===== src/rtl/cic_readout_pkg.sv =====
// Shared definitions for the CIC filter row readout.
//   NUM_CHANNELS_DEF / DATA_WIDTH_DEF : default frame geometry
//   CHAN_W, HEADER_CHAN              : channel tag width and header tag value
//   FRAME_CNT_W                      : width of the optional frame counter
//   state_e                          : readout FSM states
package cic_readout_pkg;

  localparam int unsigned NUM_CHANNELS_DEF = 24;
  localparam int unsigned DATA_WIDTH_DEF   = 25;

  localparam int unsigned CHAN_W      = 5;
  localparam logic [CHAN_W-1:0] HEADER_CHAN = 5'h1F;

  localparam int unsigned FRAME_CNT_W = 8;

  typedef enum logic [1:0] {
    StIdle = 2'd0,
    StHdr  = 2'd1,
    StSend = 2'd2
  } state_e;

endpackage


===== src/rtl/cic_row_readout.sv =====
// Captures one decimated sample set from a bank of CIC filters into a shadow
// bank and streams it out one word per transfer over a valid/ready port.
//
// Ports:
//   clk_i           : modulator clock, rising edge
//   reset_ni        : asynchronous active-low reset
//   filt_data_i     : concatenated filter outputs, channel k at [k*DATA_WIDTH +: DATA_WIDTH]
//   filt_strobe_i   : one-cycle pulse, filt_data_i holds a new sample set
//   enable_i        : high to accept new frames
//   clear_overrun_i : synchronous clear of overrun_o
//   rd_data_o       : current output word
//   rd_chan_o       : channel of rd_data_o (HEADER_CHAN for the header word)
//   rd_valid_o      : output word valid
//   rd_ready_i      : consumer accepts; transfer on rd_valid_o && rd_ready_i
//   rd_last_o       : final word of the frame
//   overrun_o       : sticky, a strobe arrived while a frame was still busy
//
// Build option: define CIC_READOUT_HEADER_EN to prefix each frame with a header
// word carrying an 8-bit wrapping frame counter.
module cic_row_readout
  import cic_readout_pkg::*;
#(
  parameter int unsigned NUM_CHANNELS = NUM_CHANNELS_DEF,
  parameter int unsigned DATA_WIDTH   = DATA_WIDTH_DEF
) (
  input  logic                               clk_i,
  input  logic                               reset_ni,
  input  logic [NUM_CHANNELS*DATA_WIDTH-1:0] filt_data_i,
  input  logic                               filt_strobe_i,
  input  logic                               enable_i,
  input  logic                               clear_overrun_i,
  output logic [DATA_WIDTH-1:0]              rd_data_o,
  output logic [CHAN_W-1:0]                  rd_chan_o,
  output logic                               rd_valid_o,
  input  logic                               rd_ready_i,
  output logic                               rd_last_o,
  output logic                               overrun_o
);

  localparam logic [CHAN_W-1:0] LastIdx = CHAN_W'(NUM_CHANNELS - 1);

  state_e                  state_q;
  logic [CHAN_W-1:0]       idx_q;
  logic [DATA_WIDTH-1:0]   shadow_q [NUM_CHANNELS];
  logic [DATA_WIDTH-1:0]   rd_data_q;
  logic [CHAN_W-1:0]       rd_chan_q;
  logic                    rd_valid_q;
  logic                    rd_last_q;
  logic                    overrun_q;
`ifdef CIC_READOUT_HEADER_EN
  logic [FRAME_CNT_W-1:0]  frame_cnt_q;
`endif

  logic              xfer;
  logic              last_xfer;
  logic              accept;
  logic              drop;
  logic [CHAN_W-1:0] idx_nxt;

  always_comb begin
    xfer      = rd_valid_q && rd_ready_i;
    last_xfer = xfer && (state_q == StSend) && (idx_q == LastIdx);
    // A strobe is taken when idle, or when the last word leaves on the same edge.
    accept    = filt_strobe_i && enable_i && ((state_q == StIdle) || last_xfer);
    drop      = filt_strobe_i && (state_q != StIdle) && !last_xfer;
    idx_nxt   = idx_q + 1'b1;
  end

  always_ff @(posedge clk_i or negedge reset_ni) begin
    if (!reset_ni) begin
      state_q    <= StIdle;
      idx_q      <= '0;
      rd_data_q  <= '0;
      rd_chan_q  <= '0;
      rd_valid_q <= 1'b0;
      rd_last_q  <= 1'b0;
      overrun_q  <= 1'b0;
      for (int k = 0; k < NUM_CHANNELS; k++) begin
        shadow_q[k] <= '0;
      end
`ifdef CIC_READOUT_HEADER_EN
      frame_cnt_q <= '0;
`endif
    end else begin
      // Set has priority over clear.
      if (clear_overrun_i) overrun_q <= 1'b0;
      if (drop)            overrun_q <= 1'b1;

      if (accept) begin
        for (int k = 0; k < NUM_CHANNELS; k++) begin
          shadow_q[k] <= filt_data_i[k*DATA_WIDTH +: DATA_WIDTH];
        end
        rd_valid_q <= 1'b1;
        idx_q      <= '0;
`ifdef CIC_READOUT_HEADER_EN
        state_q     <= StHdr;
        rd_chan_q   <= HEADER_CHAN;
        rd_data_q   <= DATA_WIDTH'(frame_cnt_q);
        rd_last_q   <= 1'b0;
        frame_cnt_q <= frame_cnt_q + 1'b1;
`else
        state_q   <= StSend;
        rd_chan_q <= '0;
        rd_data_q <= filt_data_i[0 +: DATA_WIDTH];
        rd_last_q <= (NUM_CHANNELS == 1);
`endif
      end else if (xfer) begin
        unique case (state_q)
`ifdef CIC_READOUT_HEADER_EN
          StHdr: begin
            state_q   <= StSend;
            idx_q     <= '0;
            rd_chan_q <= '0;
            rd_data_q <= shadow_q[0];
            rd_last_q <= (NUM_CHANNELS == 1);
          end
`endif
          StSend: begin
            if (idx_q == LastIdx) begin
              state_q    <= StIdle;
              idx_q      <= '0;
              rd_valid_q <= 1'b0;
              rd_last_q  <= 1'b0;
            end else begin
              idx_q     <= idx_nxt;
              rd_chan_q <= idx_nxt;
              rd_data_q <= shadow_q[idx_nxt];
              rd_last_q <= (idx_nxt == LastIdx);
            end
          end
          default: ;
        endcase
      end
    end
  end

  assign rd_data_o  = rd_data_q;
  assign rd_chan_o  = rd_chan_q;
  assign rd_valid_o = rd_valid_q;
  assign rd_last_o  = rd_last_q;
  assign overrun_o  = overrun_q;

endmodule


===== config.mk =====
export PLATFORM = sky130hd
export DESIGN_NAME = cic_row_readout
export DESIGN_NICKNAME = d
export VERILOG_FILES = /design/src/rtl/cic_readout_pkg.sv /design/src/rtl/cic_row_readout.sv
export SDC_FILE = /design/constraint.sdc
export NUM_CORES = 2
export LEC_CHECK = 0
export BUFFER_PORTS_ARGS = -buffer_cell sky130_fd_sc_hd__buf_4
export CELL_PAD_IN_SITES_DETAIL_PLACEMENT = 1
export CELL_PAD_IN_SITES_GLOBAL_PLACEMENT = 1
export CORE_ASPECT_RATIO = 0.6
export CORE_MARGIN = 2
export CORE_UTILIZATION = 44
export DETAILED_ROUTE_END_ITERATION = 12
export MAX_ROUTING_LAYER = met4
export PLACE_DENSITY = 0.88
export SLEW_MARGIN = 30
export SYNTH_ARGS = -nofsm -noshare
export SYNTH_HDL_FRONTEND = slang
export SYNTH_SLANG_ARGS = --single-unit

===== constraint.sdc =====
create_clock -name clk_i -period 7 [get_ports clk_i]
set_clock_uncertainty 0.1 [all_clocks]
set_input_delay 0.7 -clock clk_i [delete_from_list [all_inputs] [get_ports clk_i]]
set_output_delay 0.7 -clock clk_i [all_outputs]
set_load 0.01 [all_outputs]

**Yosys cells after proc, flatten, opt, wreduce, memory -nomap -nowiden**

Cells that the tools add are included.

- Input bits: 606
- ROM bits: 0
- RAM bits: 0
- Logic and storage cells: 85
- Output and inout port bits: 33
- Memories: 0
- Bits in registers: 640
- Latch bits: 0

- Reduce and logical (&&, ||, !) cells: 18
- $mul: 0
- Shift-type cells: 0
- Order comparisons: 1
- Multiplexer cells: 29
- Divide/modulo/power cells: 0
- Add/subtract/negate cells: 1
- Equal/unequal tests: 4
- Bitwise gates (word level): 1

Operators by type and width:

| operator | number |
|---|---|
| 2-to-1 mux 25 bit | 6 |
| binary-select mux 25 bit (select 5 bit) | 1 |
| 2-to-1 mux 5 bit | 8 |
| equality test 5 bit, second input constant | 2 |
| 2-to-1 mux 1 bit | 10 |
| nonzero test 2 bit | 5 |
| 2-to-1 mux 2 bit | 4 |
| logical AND 1 bit | 7 |
| greater-or-equal comparator 6 bit, second input constant | 1 |
| inverter 5 -> 6 bit | 1 |
| AND reduction 3 bit | 2 |
| adder 5 x 1 -> 5 bit, second input constant | 1 |
| equality test 2 bit, second input constant | 1 |
| zero test 2 bit | 1 |
| != test 2 bit, second input constant | 1 |
| AND reduction 2 bit | 1 |
| zero test 1 bit | 1 |
| logical OR 1 bit | 1 |

**Logic depth before layout (Yosys ltp)**

- Depth after elaboration: 9
- Mapped depth: 15
- Gate-level depth less buffers: 7

**Worst setup path before layout**

OpenSTA, ideal clock, no wires.

- Path type: register -> register
- Start: reg idx_q[0]
- End: reg rd_data_q[10], in the netlist rd_data_o[10]
- Clock period less this slack: 2.999 ns
- Path buffers: 8
- Setup time: 0.123 ns
- Slack: 4.001 ns
- Data required time: 6.777 ns
- Stages on the path, launching flop included: 16
- Arrival time: 2.776 ns
- Cell sequence: dfrtp_1 > buf_2 > buf_4 > inv_2 > buf_2 > buf_1 > ha_1 > buf_2 > buf_2 > buf_2 > buf_2 > mux2i_1 > nand3_1 > nand4_1 > o32a_1 > a21oi_1

- Cells in the longest elaborated chain, start to end: 9
- Elaborated cells on any way between the ends: 17
- Classes of those cells: add/sub: 1; eq/ne: 2; mux: 7; bitwise: 1; reduce/logical: 6

RTL lines:

| what | line | text |
|---|---|---|
| start, declared | cic_row_readout.sv:43 | `logic [CHAN_W-1:0] idx_q;` |
| start signal, assigned | cic_row_readout.sv:125 | `idx_q <= idx_nxt;` |
| adder 5 x 1 -> 5 bit | cic_row_readout.sv:66 | `idx_nxt = idx_q + 1'b1;` |
| inverter 5 -> 6 bit (not written as such) | cic_row_readout.sv:127 | `rd_data_q <= shadow_q[idx_nxt];` |
| binary-select mux 25 bit (select 5 bit) | cic_row_readout.sv:127 |  |
| 2-to-1 mux 25 bit (not written as such) (2 in a row) | cic_row_readout.sv:127 |  |
| 2-to-1 mux 25 bit | cic_row_readout.sv:119 | `if (idx_q == LastIdx) begin` |
| 2-to-1 mux 25 bit | cic_row_readout.sv:108 | `unique case (state_q)` |
| 2-to-1 mux 25 bit | cic_row_readout.sv:107 | `end else if (xfer) begin` |
| 2-to-1 mux 25 bit | cic_row_readout.sv:89 | `if (accept) begin` |
| end signal, assigned | cic_row_readout.sv:104 | `rd_data_q <= filt_data_i[0 +: DATA_WIDTH];` |
| end signal, assigned | cic_row_readout.sv:127 |  |
| end, declared | cic_row_readout.sv:45 | `logic [DATA_WIDTH-1:0] rd_data_q;` |

Several ways; a longest one is shown, not always the timed one. The select of a mux whose other input is x is not followed.
A chain may end at the register's enable or synchronous reset.

**Worst setup path in the final report**

- Start: reg idx_q[0]
- End: reg rd_data_q[2], in the netlist rd_data_o[2]

Same word-level chain as after synthesis.

==> impl_metrics.csv <==
group,metric,value,unit
sta,fin_crit_sh,0.562,
setup_path,criticalPathCategory,"register to register",
finish,fin_cells,4847,
global_routing,grt_max_degree,202,
floorplanning,core,0.0664,mm^2
logic_synthesis,syn_area_per_cell,8.78,um^2
logic_synthesis,synthSimpleGateAreaFrac,0.268,
logic_synthesis,synth_seq_cells,638,
logic_synthesis,synthAdderAreaFrac,0.000844,
finish,fillers,7823,
route,avgViaCountPerCell,5.58,
cts,htree_levels,2,
logic_synthesis,synth_compound_area_frac,0.0415,
floorplanning,floorplan.initialDensity,0.446,
cts,cts_setup_buffers,0,
logic_synthesis,ys_types,41,
setup_path,start_kind,"register",
placement,placed_cells,4726,
setup_path,cp-end-kind,"register",
cts,clk_latency,640,ps
setup_path,required,7410,ps
logic_synthesis,muxShareOfSynthArea,0.112,
placement,io_buffer_count,638,
floorplanning,core.rowCount,73,
logic_synthesis,syn_inst,3376,
route,routedWlPerCell,25.0,um
cts,post_cts_resized,0,
outcome,status,"finished clean",
cts,cts_hold_buf,0,
logic_synthesis,synth_top_area_frac,0.539,
power_and_ir_drop,p_leak,19.7,nW
global_routing,overflow,0,
setup_path,slowest_delay,650,ps
setup_path,worstPathCellList,"ha_1 -> xor2_4 -> buf_4 -> buf_4 -> mux4_1 -> mux2_2 -> a221oi_1 -> a21oi_1",
finish,ff_latch_area,0.0160,mm^2
logic_synthesis,yosys_warnings,0,
route,first_pass_iters,9,
floorplanning,io_pins,639,
cts,cts_made_buffers,60,
cts,clk_path_buf_depth,3,
route,antenna_left,0,
route,drc_errors,0,
floorplanning,die_h,205,um
sta,hold_ws,37.1,ps
logic_synthesis,synth_top_family_by_area,"simple AND/OR/NAND/NOR gates",
route,routed_wirelength,121,mm
setup_path,crit_fanout,49,
finish,drive_above_1_share,0.238,
route,drt-initial-drc-count,2833,
route,route.vias.total,27000,
logic_synthesis,syn-num-nets,3984,
logic_synthesis,synthXorXnorAreaFrac,0.00241,
sta,worst_slew_margin_rel,0.313,
floorplanning,dieArea,0.0695,mm^2
setup_path,cpMostUsedCell,"buf_4",
placement,place_congestion,0.940,
placement,dp_hpwl,88.9,mm
setup_path,crit_slowest_cell,"mux4_1",
sta,period_minus_slack,3930,ps
logic_synthesis,post_synth_instance_area,0.0296,mm^2
floorplanning,dieWidth,339,um
power_and_ir_drop,power_density,463,mW/mm^2
finish,multi_input_area,0.0126,mm^2
global_routing,grt_first_pass_wirelength,181,mm
sta,hold_violations,0,
global_routing,grt_pass1_vias,28600,
finish,area_delta_synth_final,25.1,%
logic_synthesis,ys_seq_area_frac,0.539,
cts,clkTransAtPathRegs,70,ps
flow_run,maxCapViolations,0,
sta,setup_viol,0,
power_and_ir_drop,ir_drop,0.000235,V
global_routing,globalRouteTotalUtil,0.358,
global_routing,antenna_found_initial,13,
logic_synthesis,ys_top_cells_by_area,"dfrtp_1 54%, nand2_1 24%, mux4_2 4.7%",
finish,nets,4498,
setup_path,arrival,4340,ps
sta,slew_viol_final,0,
sta,tightest_slew,1030,ps
setup_path,crit_family,"multiplexers",
logic_synthesis,yosysTopAreaCell,"dfrtp_1",
cts,cts_tree,"yes",
sta,rsz0062_at_grt,"no",
sta,fmax,254,MHz
cts,cts-root-buf,"clkbuf_16",
sta,finalSetupTns,0,ps
setup_path,path_buf_inv,2,
cts,clock_sinks,638,
hold_path,hold_path_class,"input port to asynchronous set/reset pin",
-- registers in the layout, indices dropped and copies added (netlist names) --
name	cells
rd_last_o	1
shadow_q	600
rd_data_o	25
rd_valid_o	1
overrun_o	1
rd_chan_o	5
idx_q	5
-- synthesized netlist by cell type (all sizes together) --
cell	n
nand2	1907
dfrtp	638
buf	150
nand3	93
mux2	90
mux2i	88
clkbuf	76
o22ai	67
mux4	63
a21oi	48
o21ai	38
nor2	30
nand4	24
o32a	22
inv	8
o31ai	3
xnor2	3
xor2	3
a21o	2
a221oi	2
a222oi	2
a22o	2
a32o	2
and2	2
and3	2
ha	2
o21a	2
a21bo	1
a21boi	1
a22oi	1
a31oi	1
nand2b	1
nand3b	1
nand4b	1
-- final cells by class --
class                           count  share of cell area
Antenna cell                       13            0.000878
Timing Repair Buffer              678               0.142
Clock buffer                       95              0.0498
Multi-Input combinational cell   2504               0.341
Tap cell                          900              0.0304
Clock inverter                     11             0.00486
Sequential cell                   638               0.431
Inverter                            8            0.000810
-- layer usage --
metal / up-vias / GRT usage / wire [um]
met4: 0 / 0.125 / 4590
li1: 11900 / - / -
met2: 1083 / 0.552 / 56300
met1: 13800 / 0.456 / 50000
met5: - / - / 0
met3: 225 / 0.0993 / 10500
-- kinds of logic (layout without fill, tap and decap cells) --
kind of cell | Yosys count | count (layout)
and+or+nand+nor | 2061 | 2061
other | 0 | 13
xor gates and xnor gates | 6 | 6
adders and majority gates | 2 | 2
DFF | 638 | 638
AOI/OAI and AO/OA | 194 | 194
muxes | 241 | 241
buffers and inverters | 234 | 792
-- through the flow --
| step | setup slack (ps) | utilization | power [mW] | cell area [um^2] |
|---|---|---|---|---|
| 6_report | 3070 | 0.558 | 17.2 | 37100 |
| 5_1_grt | 2910 | 0.558 | 18.0 | 37100 |
| 4_1_cts | 3040 | 0.557 | 17.0 | 37000 |
| 3_5_place_dp | 3070 | 0.526 | 13.5 | 34900 |
| 3_3_place_gp | 3100 | 0.526 | 13.2 | 34900 |
| 2_1_floorplan | 4000 | - | 10.4 | 29600 |
-- placed cells by master, fill, tap and decap left out, types with 24 or more instances in the layout --
cell type,netlist,routed
nand4_1,24,24
mux2i_1,88,88
nand3_1,93,93
clkbuf_16,0,61
dfrtp_1,638,637
mux4_2,62,62
o22ai_1,67,67
nand2_1,1907,1904
a21oi_1,48,48
mux2_2,90,90
buf_4,10,664
nor2_1,30,29
o21ai_0,37,37
-- power by group --
part           internal (mW)  leakage (nW)  switching [mW]
clock                   1.97          1.00            1.48
sequential              5.33          8.09            1.29
combinational           2.87          10.7            4.22
-- final timing paths --
kind                                                start                        end  slack, ps  cells past startpoint
worst max register to register       idx_q[0]$_DFFE_PN0P_   rd_data_o[2]$_DFFE_PN0P_       3070                      8
min in group clk_i                        filt_data_i[82]  shadow_q[507]$_DFFE_PN0P_        140                      3
worst max-delay path                 idx_q[0]$_DFFE_PN0P_   rd_data_o[2]$_DFFE_PN0P_       3070                      8
worst min register to register  shadow_q[268]$_DFFE_PN0P_  shadow_q[268]$_DFFE_PN0P_        370                      2
max in group asynchronous                        reset_ni  shadow_q[310]$_DFFE_PN0P_       5280                      2
worst min-delay path                             reset_ni  shadow_q[199]$_DFFE_PN0P_         40                      1
(Power assumes the default switching activity.)
